## config.mk

```make
export PLATFORM = sky130hd
export DESIGN_NAME = serial_sub
export DESIGN_NICKNAME = d
export VERILOG_FILES = /design/src/rtl/serial_sub.sv
export SDC_FILE = /design/constraint.sdc
export NUM_CORES = 1
export LEC_CHECK = 0
export BUFFER_PORTS_ARGS = -buffer_cell sky130_fd_sc_hd__buf_2
export CAP_MARGIN = 20
export CORE_UTILIZATION = 50
export DETAILED_ROUTE_END_ITERATION = 8
export GPL_ROUTABILITY_DRIVEN = 0
export GPL_TIMING_DRIVEN = 0
export PLACE_DENSITY = 0.79
export SETUP_SLACK_MARGIN = 0.2
export SYNTH_ARGS = -nofsm -noshare
export SYNTH_HDL_FRONTEND = slang
export SYNTH_SLANG_ARGS = --single-unit
```

## constraint.sdc

```tcl
create_clock -name clk -period 3.03 [get_ports clk]
set_clock_uncertainty 0.1 [all_clocks]
set_input_delay 0.606 -clock clk [delete_from_list [all_inputs] [get_ports clk]]
set_output_delay 0.606 -clock clk [all_outputs]
set_load 0.01 [all_outputs]
```

## src/rtl/serial_sub.sv

```systemverilog
// Bit-serial unsigned subtractor: one difference bit per clock, LSB first,
// through a single subtract cell with a registered borrow chain.
module serial_sub #(
    parameter  int WIDTH = 8,
    localparam int CNT_W = $clog2(WIDTH) + 1
) (
    input  logic             clk,
    input  logic             rst_n,
    input  logic             start,
    input  logic [WIDTH-1:0] a_in,
    input  logic [WIDTH-1:0] b_in,
    output logic             busy,
    output logic             done,
    output logic [WIDTH-1:0] d_out,
    output logic             borrow
);

    typedef enum logic [1:0] {
        IDLE  = 2'd0,
        SHIFT = 2'd1,
        DONE  = 2'd2
    } state_t;

    state_t             state_reg, state_next;
    logic [WIDTH-1:0]   a_sr_reg, b_sr_reg, res_sr_reg;
    logic [WIDTH-1:0]   res_sr_next;
    logic [WIDTH-1:0]   d_out_reg;
    logic               borrow_out_reg;
    logic               c_reg;
    logic [CNT_W-1:0]   cnt_reg;
    logic               diff_bit, borrow_bit, last_bit;

    // One-bit subtract cell fed from the operand LSBs and the borrow flop.
    always_comb begin
        diff_bit    = a_sr_reg[0] ^ b_sr_reg[0] ^ c_reg;
        borrow_bit  = (~a_sr_reg[0] & b_sr_reg[0]) | (~(a_sr_reg[0] ^ b_sr_reg[0]) & c_reg);
        res_sr_next = {diff_bit, res_sr_reg[WIDTH-1:1]};
        last_bit    = (cnt_reg == CNT_W'(WIDTH - 1));
    end

    always_ff @(posedge clk or negedge rst_n) begin
        if (!rst_n) begin
            state_reg <= IDLE;
        end else begin
            state_reg <= state_next;
        end
    end

    always_comb begin
        state_next = state_reg;
        busy       = 1'b0;
        done       = 1'b0;
        case (state_reg)
            IDLE: begin
                if (start) begin
                    state_next = SHIFT;
                end
            end
            SHIFT: begin
                busy = 1'b1;
                if (last_bit) begin
                    state_next = DONE;
                end
            end
            DONE: begin
                done       = 1'b1;
                state_next = IDLE;
            end
            default: begin
                state_next = IDLE;
            end
        endcase
    end

    always_ff @(posedge clk or negedge rst_n) begin
        if (!rst_n) begin
            a_sr_reg       <= '0;
            b_sr_reg       <= '0;
            res_sr_reg     <= '0;
            c_reg          <= 1'b0;
            cnt_reg        <= '0;
            d_out_reg      <= '0;
            borrow_out_reg <= 1'b0;
        end else begin
            case (state_reg)
                IDLE: begin
                    if (start) begin
                        a_sr_reg   <= a_in;
                        b_sr_reg   <= b_in;
                        res_sr_reg <= '0;
                        c_reg      <= 1'b0;
                        cnt_reg    <= '0;
                    end
                end
                SHIFT: begin
                    a_sr_reg   <= a_sr_reg >> 1;
                    b_sr_reg   <= b_sr_reg >> 1;
                    res_sr_reg <= res_sr_next;
                    c_reg      <= borrow_bit;
                    cnt_reg    <= cnt_reg + 1'b1;
                    // Outputs only change when the final bit lands, so the
                    // partial result never shows on d_out.
                    if (last_bit) begin
                        d_out_reg      <= res_sr_next;
                        borrow_out_reg <= borrow_bit;
                    end
                end
                default: begin
                end
            endcase
        end
    end

    assign d_out  = d_out_reg;
    assign borrow = borrow_out_reg;

endmodule

```

* Yosys cells after proc, flatten, opt, wreduce, memory -nomap -nowiden
Index checks and enable logic that the tools add are counted.
** Word-level totals
- Bits in registers :: 40
- Input port bits :: 19
- Output and inout port bits :: 11
- Logic and storage cells :: 41
** Cells by class
- Add/subtract/negate cells :: 1
- Eq/ne operators :: 5
- Mux-type cells :: 15
- Bitwise gates (word level) :: 7
- Reductions and logical operators :: 5
** Operators by type and width (number)
- $pmux W8 S2 :: 3
- $mux W8 :: 3
- $pmux W4 S2 :: 1
- $reduce_and A2 Y1 :: 3
- $add A4 B1 Y4 const B :: 1
- $eq A4 B3 Y1 const B :: 1
- $mux W2 :: 2
- $mux W4 :: 1
- $ne A2 B2 Y1 const B :: 2
- $pmux W2 S2 :: 1
- $mux W1 :: 3
- $and A1 B1 Y1 :: 2
- $eq A2 B1 Y1 const B :: 1
- $eq A2 B2 Y1 const B :: 1
- $logic_not A2 Y1 :: 1
- $not A1 Y1 :: 2
- $pmux W1 S2 :: 1
- $reduce_bool A2 Y1 :: 1
- $xor A1 B1 Y1 :: 2
- $or A1 B1 Y1 :: 1

* Logic depth before layout (Yosys ltp)
- Depth in word-level cells :: 5
- Depth in mapped cells :: 5
- Gate-level depth less buffers :: 4

* Worst setup path after synthesis
Ideal clock, no wire load.
- Path kind :: register to output
- From :: register state_reg[1]
- To :: output done
- Data arrival time :: 0.977 ns
- Required time :: 2.324 ns
- Path slack :: 1.347 ns
- Stages on the path, launching flop included :: 4
- Buffers on the path :: 2
- Path through :: dfrtp_1 buf_2 clkbuf_1 nor2b_1
** Between the ends
- Longest elaborated chain between the ends :: 2
** RTL lines
- from (decl) :: line 24 : state_t state_reg, state_next;
- from (signal assigned) :: line 45 : state_reg <= state_next;
- $eq A2 B2 Y1 :: line 53 : case (state_reg)
- $mux W1 :: line 53
- to (decl) :: line 13 : output logic done,
Every way passes these cells.

* Final worst setup path
Same ends and word-level chain as after synthesis.

==> out/qor.txt <==
WL/cell = 14.3 um
Longest Clk Path Bufs = 2
Die Height = 60.0 um
WP depth = 4
top cells by area, synth = dfrtp_1, a22oi_1, mux2_2, o21ai_0, a22o_1
Overflow after GRT = 0
Max Transition Viols Final = 0
crit start category = register
Leakage = 0.913 nW
pwr/cell area = 1030 mW/mm^2
register area = 976 sq um
hold buffers post-CTS = 0
core outline area = 0.00313 sq mm
number of remaining DRC errors = 0
crit-path max cell delay = 0.38 ns
Max FO, Critical Path = 10
Clock H-tree levels = 2
fin util = 63.4%
site row count = 20
CP delay by family, top = buffers and inverters
Final nets = 206
DP HPWL = 2300 um
WP buf/inv = 3
max-cap violation count = 0
Slew @ Worst Pin = 0.841 ns
Die W = 60.0 um
drt via density = 5.44
CP arrival = 1.65 ns
DRT iter0 DRCs = 65
status = finished, final reports clean
routed vias = 1252
worst hold path class = input pin to async pin
area fraction of the dominant cell type after synthesis = 58.0%
Syn Inst Count = 149
Crit path required time = 2.32 ns
Yosys cell types = 21
Cell Chain, Critical Path = buf_2 -> clkbuf_1 -> nor2b_1 -> buf_2
ys flop type = dfrtp_1
share of cells above drive strength 1 = 26.9%
Post-Syn Area = 0.00168 sq mm
first-pass GRT wire length = 5590 um
critical path class = register to output pin
fillers = 246
Final setup viols = 0
Antenna Violating Nets Remaining = 0
Fmax = 0.425 GHz
Pwr Total = 2.04 mW
die area = 0.00360 sq mm
largest area contributor in the netlist = dfrtp_1
Initial Util = 53.8%
Synth Register Bits = 39
Worst-path clk slew = 0.12 ns
crit path time final = 2.36 ns
Total Routing Usage GR = 21.5%
number of diodes = 0
RSZ-0062 raised after global routing = false
Synth Warn # = 0
CTS tree = yes
R2R depth = 4
register area share after synthesis = 58.0%
VDD IR max = 0.434 mV
Worst path slowest cell = dfrtp_1
count leader, synth = dfrtp_1
initial antenna violation count = 0
Post-synth EDFFs = 0
Critical Path Sink Type = output pin
Post-Syn Area per Cell = 11.3 sq um
multi-input logic area = 651 sq um
largest net degree at the start of global routing = 40
Final period util = 77.7%
DRT Pass-1 Iters = 4
Post-CTS Setup Inserts = 0
FFs w/ async S/R, synth = 100%
drt total wl = 3290 um
final hold violation count = 0
Most common cell on crit path = buf_2
root buffer selected by CTS = clkbuf_4
# port buffers = 29
# resized after CTS = 0
CTS Sinks = 39
Slew HR = 43.9%
area delta synth->final = 17.9%
setup TNS = 0 ns
clk_lat worst skew = 0.35 ns
Mapped Nets = 170
CTS Buf Count = 5
top post-synthesis cells by count = dfrtp_1, o21ai_0, a22oi_1, nand2_1, nor2b_1
Ports = 30
vias in the first global route = 1226
layout by cell type, fill, tap and decap left out, types with 2 or more instances in the layout:
| master | Yosys | routed |
|---|---|---|
| clkbuf_1 | 7 | 8 |
| clkbuf_4 | 0 | 5 |
| a22oi_1 | 14 | 14 |
| buf_2 | 3 | 32 |
| mux2_2 | 9 | 9 |
| nand3_1 | 3 | 3 |
| nor2b_1 | 11 | 11 |
| nor2_1 | 2 | 2 |
| bufinv_16 | 0 | 2 |
| nand2_1 | 13 | 13 |
| o21ai_0 | 18 | 18 |
| dfrtp_1 | 39 | 39 |
| inv_1 | 4 | 4 |
| a21oi_1 | 9 | 9 |
| a22o_1 | 9 | 9 |
path summary, 6_finish.rpt:
| kind | startpoint | to | slack [ns] |
|---|---|---|---|
| min in group clk | c_reg$_DFFE_PN0P_ | c_reg$_DFFE_PN0P_ | 0.39 |
| max in group asynchronous | rst_n | b_sr_reg[3]$_DFFE_PN0P_ | 2.05 |
| hold / removal | rst_n | cnt_reg[1]$_DFFE_PN0P_ | 0.25 |
| hold reg to reg | c_reg$_DFFE_PN0P_ | c_reg$_DFFE_PN0P_ | 0.39 |
| setup / recovery | state_reg[1]$_DFFE_PN0P_ | done | 0.67 |
| setup reg to reg | cnt_reg[0]$_DFFE_PN0P_ | d_out[6]$_DFFE_PN0P_ | 1.26 |
report_power, final:
part / internal (mW) / leakage [nW] / switching (mW)
Sequential: 0.736 / 0.504 / 0.145
Combinational: 0.343 / 0.357 / 0.393
Clock: 0.257 / 0.0525 / 0.167
Total: 1.34 / 0.913 / 0.706
logic make-up after synthesis:
family,count (synthesis),share of synthesized area [%]
mux,10,6.62
buf+inv,14,3.35
flops,39,58.0
fa+ha+maj,2,1.93
simple gates,32,10.2
compound gates,52,19.9
through the flow:
stage | worst slack [ns] | cells | hold slack, ns | area [sq um]
5_1_grt | 0.582 | 230 | 0.293 | 1980
3_5_place_dp | 1.08 | 222 | 0.371 | 1880
2_1_floorplan | 1.35 | 149 | 0.210 | 1680
6_report | 0.675 | 230 | 0.249 | 1980
3_3_place_gp | 1.09 | 222 | 0.365 | 1880
4_1_cts | 0.672 | 230 | 0.268 | 1980
metal layers:
| metal | up-vias | GRT usage, % | part of all wire, % | wire [um] |
|---|---|---|---|---|
| li1 | 602 | - | - | - |
| met2 | 34 | 33.8 | 51 | 1690 |
| met4 | 0 | 9.97 | 1.2 | 38 |
| met3 | 4 | 6.28 | 4.6 | 150 |
| met1 | 612 | 27.3 | 43 | 1410 |
| met5 | - | 0 | 0 | 0 |
final cells by class:
cell class / count / area share (%)
timing repair buffer: 29 / 7.31
multi-input combinational: 96 / 32.8
inverter: 4 / 0.757
clock buffer: 6 / 2.08
sequential: 39 / 49.2
tap: 44 / 2.77
buffer: 10 / 2.08
clock inverter: 2 / 3.03
No activity file was read; power rests on OpenSTA's default activity.
